==> src/rtl/axis_request_packer.sv <==
// rtl/axis_request_packer.sv - packs a 9-byte request stream into 72-bit beats
// with a mid-packet idle timeout that discards stalled partial packets.
module axis_request_packer #(
    parameter int TIMEOUT_CYCLES = 100000
) (
    input  logic        clk,
    input  logic        resetn,
    input  logic [7:0]  S_AXIS_TDATA,
    input  logic        S_AXIS_TVALID,
    output logic        S_AXIS_TREADY,
    output logic [71:0] M_AXIS_TDATA,
    output logic        M_AXIS_TVALID,
    input  logic        M_AXIS_TREADY,
    output logic [15:0] DROP_COUNT
);

    // The timer only has to reach TIMEOUT_CYCLES-1: the edge that would take it
    // to TIMEOUT_CYCLES is the discard edge, so it can never wrap.
    localparam int IDLE_W = (TIMEOUT_CYCLES > 1) ? $clog2(TIMEOUT_CYCLES) : 1;
    localparam logic [IDLE_W-1:0] IDLE_LAST =
        (TIMEOUT_CYCLES > 0) ? IDLE_W'(TIMEOUT_CYCLES - 1) : '0;
    localparam bit TIMEOUT_EN = (TIMEOUT_CYCLES != 0);

    typedef enum logic {
        COLLECT = 1'b0,
        EMIT    = 1'b1
    } state_t;

    state_t            state_q, state_d;
    logic [3:0]        cnt_q, cnt_d;
    logic [IDLE_W-1:0] idle_q, idle_d;
    logic [63:0]       buf_q, buf_d;
    logic              s_ready_q, s_ready_d;
    logic              m_valid_q, m_valid_d;
    logic [71:0]       m_data_q, m_data_d;
    logic [15:0]       drop_q, drop_d;

    logic accept;
    logic last_byte;
    logic idle_cycle;
    logic timeout_hit;

    assign accept      = S_AXIS_TVALID && s_ready_q;
    assign last_byte   = accept && (cnt_q == 4'd8);
    assign idle_cycle  = (state_q == COLLECT) && (cnt_q != 4'd0) && !accept;
    assign timeout_hit = TIMEOUT_EN && idle_cycle && (idle_q == IDLE_LAST);

    always_comb begin
        state_d   = state_q;
        cnt_d     = cnt_q;
        idle_d    = idle_q;
        buf_d     = buf_q;
        s_ready_d = s_ready_q;
        m_valid_d = m_valid_q;
        m_data_d  = m_data_q;
        drop_d    = drop_q;

        case (state_q)
            COLLECT: begin
                s_ready_d = 1'b1;
                m_valid_d = 1'b0;
                if (accept) begin
                    idle_d = '0;
                    if (last_byte) begin
                        m_data_d  = {buf_q, S_AXIS_TDATA};
                        m_valid_d = 1'b1;
                        s_ready_d = 1'b0;
                        cnt_d     = 4'd0;
                        state_d   = EMIT;
                    end else begin
                        // Bytes shift in from the bottom, so byte 1 ends up in [63:56].
                        buf_d = {buf_q[55:0], S_AXIS_TDATA};
                        cnt_d = cnt_q + 4'd1;
                    end
                end else if (timeout_hit) begin
                    cnt_d  = 4'd0;
                    idle_d = '0;
                    if (drop_q != 16'hFFFF) begin
                        drop_d = drop_q + 16'd1;
                    end
                end else if (idle_cycle && TIMEOUT_EN) begin
                    idle_d = idle_q + 1'b1;
                end else begin
                    idle_d = '0;
                end
            end
            EMIT: begin
                idle_d    = '0;
                s_ready_d = 1'b0;
                if (M_AXIS_TREADY) begin
                    m_valid_d = 1'b0;
                    s_ready_d = 1'b1;
                    state_d   = COLLECT;
                end
            end
            default: begin
                state_d = COLLECT;
            end
        endcase
    end

    always_ff @(posedge clk or negedge resetn) begin
        if (!resetn) begin
            state_q   <= COLLECT;
            cnt_q     <= 4'd0;
            idle_q    <= '0;
            buf_q     <= 64'd0;
            s_ready_q <= 1'b0;
            m_valid_q <= 1'b0;
            m_data_q  <= 72'd0;
            drop_q    <= 16'd0;
        end else begin
            state_q   <= state_d;
            cnt_q     <= cnt_d;
            idle_q    <= idle_d;
            buf_q     <= buf_d;
            s_ready_q <= s_ready_d;
            m_valid_q <= m_valid_d;
            m_data_q  <= m_data_d;
            drop_q    <= drop_d;
        end
    end

    assign S_AXIS_TREADY = s_ready_q;
    assign M_AXIS_TVALID = m_valid_q;
    assign M_AXIS_TDATA  = m_data_q;
    assign DROP_COUNT    = drop_q;

endmodule

==> config.mk <==
export PLATFORM = sky130hd
export DESIGN_NAME = axis_request_packer
export DESIGN_NICKNAME = d
export VERILOG_FILES = /design/src/rtl/axis_request_packer.sv
export SDC_FILE = /design/constraint.sdc
export NUM_CORES = 1
export LEC_CHECK = 0
export ABC_CLOCK_PERIOD_IN_PS = 2180
export CAP_MARGIN = 20
export CORE_MARGIN = 5
export CORE_UTILIZATION = 32
export CTS_CLUSTER_SIZE = 20
export DETAILED_ROUTE_END_ITERATION = 16
export SYNTH_ARGS = -nofsm -noshare
export SYNTH_HDL_FRONTEND = slang
export SYNTH_SLANG_ARGS = --single-unit
==> constraint.sdc <==
create_clock -name clk -period 2.18 [get_ports clk]
set_input_delay 0.436 -clock clk [delete_from_list [all_inputs] [get_ports clk]]
set_output_delay 0.436 -clock clk [all_outputs]
set_load 0.02 [all_outputs]
==> impl_metrics.json, run 1 <==
{
  "status": "finished, final reports clean",
  "ys_types": 39,
  "slew_violations": 0,
  "synth_edf_count": 0,
  "clock_path_buffers": 2,
  "grt_pass1_vias": 4710,
  "regArea_sq_um": 4400,
  "power_per_cell_area_nw_per_um2": 1400,
  "critPathTopFamily": "simple AND/OR/NAND/NOR gates",
  "path_clk_slew_ps": 70,
  "slew_headroom": 0.519,
  "yosysSeqAreaShare": 0.633,
  "grt_pass1_wl_mm": 24.8,
  "fp.dieH_um": 158,
  "synth_most_common_cell": "dfrtp_1",
  "firstDrtPassIters": 4,
  "globalRouteTotalUtil": 0.126,
  "worstMarginPinSlew_ps": 715,
  "clk_latency_ps": 420,
  "wl_per_cell_um": 16.4,
  "wl_mm": 14.7,
  "cts_tree": "done",
  "h-tree-depth": 4,
  "final_util": 0.423,
  "crit_required_ps": 2480,
  "final.setup_skew_ps": 8.59,
  "max_freq_mhz": 475,
  "drtIter0Drc": 220,
  "pin_count": 102,
  "nets": 623,
  "p_leak_nw": 3.86,
  "path_cells": "inv_2 -> ha_2 -> nor3b_2 -> or3b_4 -> a311o_2 -> or3_4 -> xnor2_1",
  "area_growth_pct": 31.2,
  "vias": 4246,
  "ys_async_sr_fraction": 1.00,
  "die_w_um": 158,
  "synth_ff_type": "dfrtp_1",
  "ys_warn_count": 0,
  "dp_cells": 867,
  "portBuffers": 101,
  "synth_nets": 495,
  "numCtsBuffers": 17,
  "netlist_instances": 479,
  "final_cells": 899,
  "grt_start_max_net_pins": 62,
  "ir_drop_mv": 0.737,
  "dieArea_sq_um": 24800,
  "cp-start-kind": "flip-flop",
  "max_stage_delay_ps": 390,
  "viasPerCell": 4.72,
  "synth-seq-cells": 176,
  "multiInputGateArea_sq_um": 2480,
  "finalCritPeriodShare": 0.965,
  "critPathCaptureType": "flip-flop",
  "finalSetupViolCount": 0,
  "cts_root_buffer": "clkbuf_16",
  "synthTopCellsByCount": "dfrtp_1, mux2_2, nor2_1",
  "syn_area_sq_um": 6960,
  "crit_buf_inv": 1,
  "initial_core_util": 0.322,
  "holdCritPathClass": "primary input to asynchronous set/reset pin",
  "critical_path_class": "flip-flop to flip-flop",
  "gp_congestion": 0.786,
  "min_period_ps": 2100,
  "rows": 54,
  "drc_errors": 0,
  "grt_overflow": 0,
  "antenna_found_initial": 0,
  "diodes": 0,
  "hold_viol": 0,
  "dpl.hpwl_mm": 10.4,
  "fill_cells": 1957,
  "ys_top_cells_by_area": "dfrtp_1, mux2_2, xnor2_1",
  "cp_slowest_cell": "dfrtp_1",
  "coreArea_sq_um": 21600,
  "synth_top_area_frac": 0.633,
  "cp.arrival_ps": 2410,
  "cts_hold_buf": 0,
  "cts.sinks": 176,
  "postRouteAntennaNets": 0,
  "hold_slack_ps": 13.7,
  "critPathMaxFanout": 3,
  "yosysTopAreaCell": "dfrtp_1",
  "avgSynthCellArea_sq_um": 14.5,
  "drive_above_1_share": 0.333,
  "maxCapViolations": 0
}
-- placed cells by master, fill, tap and decap left out, types with 4 or more instances in the layout --
master	count
dfrtp_1	176
mux2_2	136
clkdlybuf4s50_1	100
nor2_1	24
xnor2_1	18
clkbuf_16	17
buf_4	15
nand2_1	14
nand3_1	13
nand4_1	12
buf_12	10
xor2_1	9
inv_1	7
inv_6	5
and3_1	4
o21ai_0	4
-- what timing repair did --
action | 4_1_cts | 5_1_grt
endpoints found under the setup margin | 0 | 11
buffers inserted | 0 | 1
resized for setup | 0 | 6
-- final timing paths --
check / from / to / slack [ps] / depth (start not counted)
min in group clk: idle_q[0] / idle_q[0] / 480 / 1
setup reg to reg: cnt_q[1] / DROP_COUNT[6] / 80 / 7
setup / recovery: cnt_q[1] / DROP_COUNT[6] / 80 / 7
hold / removal: resetn / buf_q[55] / 10 / 1
hold reg to reg: idle_q[0] / idle_q[0] / 480 / 1
max in group asynchronous: resetn / buf_q[17] / 1520 / 2
-- metrics by stage --
stage               cell area [sq um]  setup TNS, ps  setup WS [ps]  power (W)
floorplan                        6960              0           54.2    0.00784
global placement                 8570          -5810           -103    0.00990
global route                     9140         -0.212         -0.212     0.0135
finish                           9140              0           76.6     0.0127
CTS                              9100              0           27.8     0.0130
detailed placement               8570          -6980          -90.0     0.0101
-- registers in the layout, summed over array words and instances, names as in the netlist --
signal         count
M_AXIS_TDATA      72
buf_q             64
idle_q            17
DROP_COUNT        16
cnt_q              4
M_AXIS_TVALID      1
S_AXIS_TREADY      1
state_q            1
-- final cells by class --
| cell class | instances | share of cell area |
|---|---|---|
| clock buffer | 18 | 0.0470 |
| multi-input combinational | 277 | 0.271 |
| inverter | 8 | 0.00329 |
| sequential | 176 | 0.482 |
| clock inverter | 13 | 0.0115 |
| tap | 280 | 0.0384 |
| timing repair buffer | 127 | 0.146 |
-- power by group --
| part | total, W | switching (W) | internal (W) |
|---|---|---|---|
| sequential | 0.00545 | 0.000871 | 0.00457 |
| combinational | 0.00451 | 0.00194 | 0.00257 |
| clock | 0.00279 | 0.00131 | 0.00148 |
| total | 0.0127 | 0.00413 | 0.00862 |
-- cell families (layout without fill, tap and decap cells) --
logic type	count (synthesis)	after routing	synth area share
buf+inv	26	166	0.0158
flops	176	176	0.633
fa+ha+maj	4	4	0.00719
xor+xnor	27	27	0.0340
compound gates	15	15	0.0155
mux	137	137	0.222
simple gates	94	94	0.0735
-- metal layers --
layer | share of wire | routed length (um) | vias up | global-route usage
met2 | 0.49 | 7210 | 92 | 0.203
li1 | - | - | 1949 | -
met3 | 0.054 | 790 | 21 | 0.0445
met4 | 0.025 | 369 | 0 | 0.0483
met1 | 0.43 | 6340 | 2184 | 0.158
met5 | 0 | 0 | - | 0
(Power assumes the default switching activity.)
==> run 2, diff against run 1 <==
--- a/config.mk
+++ b/config.mk
@@ -5,11 +5,12 @@
 export SDC_FILE = /design/constraint.sdc
 export NUM_CORES = 1
 export LEC_CHECK = 0
+export ABC_AREA = 1
 export ABC_CLOCK_PERIOD_IN_PS = 2180
 export CAP_MARGIN = 20
 export CORE_MARGIN = 5
 export CORE_UTILIZATION = 32
-export CTS_CLUSTER_SIZE = 20
+export CTS_CLUSTER_SIZE = 14
 export DETAILED_ROUTE_END_ITERATION = 16
 export SYNTH_ARGS = -nofsm -noshare
 export SYNTH_HDL_FRONTEND = slang
==> impl_metrics.json, run 2 <==
{
  "finalSetupViolCount": 0,
  "synthTopCellsByCount": "nand2_1, dfrtp_1, o21ai_0",
  "ys_types": 27,
  "cp-start-kind": "flip-flop",
  "cts.sinks": 176,
  "dpl_cell_area_sq_um": 8780,
  "cp_slowest_cell": "clkdlybuf4s50_1",
  "reg2reg_from": "cnt_q[0]",
  "p_leak_nw": 4.30,
  "fp.dieH_um": 162,
  "clock_path_buffers": 2,
  "synth-seq-cells": 176,
  "ir_drop_mv": 0.648,
  "area_growth_pct": 27.5,
  "portBuffers": 101,
  "dr.max_layer_used": "met4",
  "critPathCaptureType": "output port",
  "grt_overflow": 0,
  "h-tree-depth": 4,
  "globalRouteTotalUtil": 0.133,
  "wl_mm": 16.8,
  "avgSynthCellArea_sq_um": 8.85,
  "fill_cells": 2217,
  "synth_ff_type": "dfrtp_1",
  "maxCapViolations": 0,
  "final_util": 0.415,
  "vias": 5541,
  "fin_tns_setup_ps": 0,
  "yosysSeqAreaShare": 0.598,
  "cts_resized": 0,
  "yosysTopAreaCell": "dfrtp_1",
  "post_cts_buffers": 0,
  "synth_edf_count": 0,
  "max_freq_mhz": 503,
  "antenna_found_initial": 0,
  "cts_root_buffer": "clkbuf_16",
  "syn_area_sq_um": 7360,
  "switchingPower_w": 0.00414,
  "status": "finished, final reports clean",
  "synth_nets": 848,
  "crit_buf_inv": 1,
  "finalCritPeriodShare": 0.911,
  "cts_hold_buf": 1,
  "largest_register_ffs": 72,
  "path_cells": "clkdlybuf4s50_1",
  "holdCritPathClass": "flip-flop to flip-flop",
  "grt_pass1_vias": 5475,
  "layout_common_cells": "nand2_1, dfrtp_1, o21ai_0",
  "ys_top_cells_by_area": "dfrtp_1, nand2_1, o21ai_0",
  "grt_start_max_net_pins": 101,
  "power_frac_comb": 0.315,
  "min-delay-start": "idle_q[0]",
  "rows": 55,
  "max_stage_delay_ps": 650,
  "coreArea_sq_um": 22600,
  "initial_core_util": 0.325,
  "crit_required_ps": 1740,
  "critPathMaxFanout": 6,
  "rsz0062_at_grt": "no",
  "min_period_ps": 1990,
  "r2r_slack_ps": 310,
  "power_per_cell_area_nw_per_um2": 1260,
  "postRouteAntennaNets": 0,
  "gp_congestion": 0.835,
  "pin_count": 102,
  "route.met3.wl_um": 895,
  "ys_async_sr_fraction": 1.00,
  "ys_warn_count": 0,
  "met2_length_mm": 7.73,
  "drive_above_1_share": 0.0686,
  "drc_errors": 0,
  "die_w_um": 162,
  "critical_path_class": "flip-flop to output port",
  "wl_met1_mm": 8.04,
  "numCtsBuffers": 17,
  "p_int_w": 0.00771,
  "clkPwrFrac": 0.260,
  "dpl.hpwl_mm": 11.6,
  "grt_pass1_wl_mm": 28.0,
  "clk_latency_ps": 420,
  "netlist_instances": 832,
  "final_area_sq_um": 9390,
  "nets": 950,
  "wl_per_cell_um": 13.6,
  "firstDrtPassIters": 5,
  "dp_slack_ps": 207,
  "path_clk_slew_ps": 70,
  "layout_commonest_cell": "nand2_1",
  "drtIter0Drc": 416,
  "slew_headroom": 0.691,
  "dieArea_sq_um": 26100,
  "synth_most_common_cell": "nand2_1",
  "power_frac_seq": 0.425,
  "synth_top_area_frac": 0.598,
  "swShare": 0.349,
  "cp.arrival_ps": 1550,
  "slew_violations": 0,
  "diodes": 0,
  "worstMarginPinSlew_ps": 463,
  "critPathTopFamily": "buffers and inverters",
  "final.setup_skew_ps": 9.82,
  "crit_start": "DROP_COUNT[13]",
  "cts_tree": "done",
  "worst_slack_ps": 193,
  "viasPerCell": 4.50,
  "hold_viol": 0
}
==> run 2: changes by cell type in the layout (fill, tap and decap cells not counted), moves of 12 or more <==
cell / delta
nand2_1: +218
o21ai_0: +130
mux2_2: -128
inv_1: +95
nor2_1: +28
nand3_1: +25
xnor2_1: -12
==> run 2: kinds of logic after synthesis <==
| family | Yosys count | synth area share |
|---|---|---|
| multiplexers | 8 | 0.0122 |
| adder cells (fa/ha/maj) | 4 | 0.00680 |
| flip-flops | 176 | 0.598 |
| AO/OA/AOI/OAI | 139 | 0.0950 |
| AND/OR/NAND/NOR | 355 | 0.198 |
| buffers and inverters | 137 | 0.0746 |
| XOR/XNOR | 13 | 0.0155 |
==> run 2: cell type report <==
cell class	instances	area [sq um]	area share
Clock inverter	12	146	0.0156
Tap cell	285	357	0.0380
Timing Repair Buffer	117	1220	0.130
Multi-Input combinational cell	519	2420	0.258
Clock buffer	20	447	0.0476
Inverter	103	387	0.0412
Sequential cell	176	4400	0.469
==> run 2: power groups by stage <==
stage	clock network, W	logic [W]	registers, W
global placement	0	0.00376	0.00509
detailed placement	0	0.00381	0.00509
CTS	0.00317	0.00383	0.00505
finish	0.00308	0.00373	0.00504
global route	0.00331	0.00418	0.00519
floorplan	0	0.00142	0.00558
==> run 2: final timing paths <==
check | to | cells after the start
worst max-delay path | DROP_COUNT[13] | 1
worst min register to register | idle_q[0] | 1
worst max register to register | M_AXIS_TDATA[9] | 7
max in group asynchronous | buf_q[42] | 3
min in group asynchronous | idle_q[2] | 2
worst min-delay path | idle_q[0] | 1
==> run 2: layer usage <==
layer / track usage / up-vias
met3: 0.0434 / 15
li1: - / 2822
met4: 0.0254 / 0
met5: 0 / -
met2: 0.208 / 112
met1: 0.184 / 2592
==> run 2: stage by stage <==
step	hold WS (ps)	power, W	cells
floorplan	140	0.00700	832
global placement	407	0.00884	1199
detailed placement	405	0.00890	1199
CTS	468	0.0121	1232
global route	478	0.0127	1232
finish	460	0.0118	1232
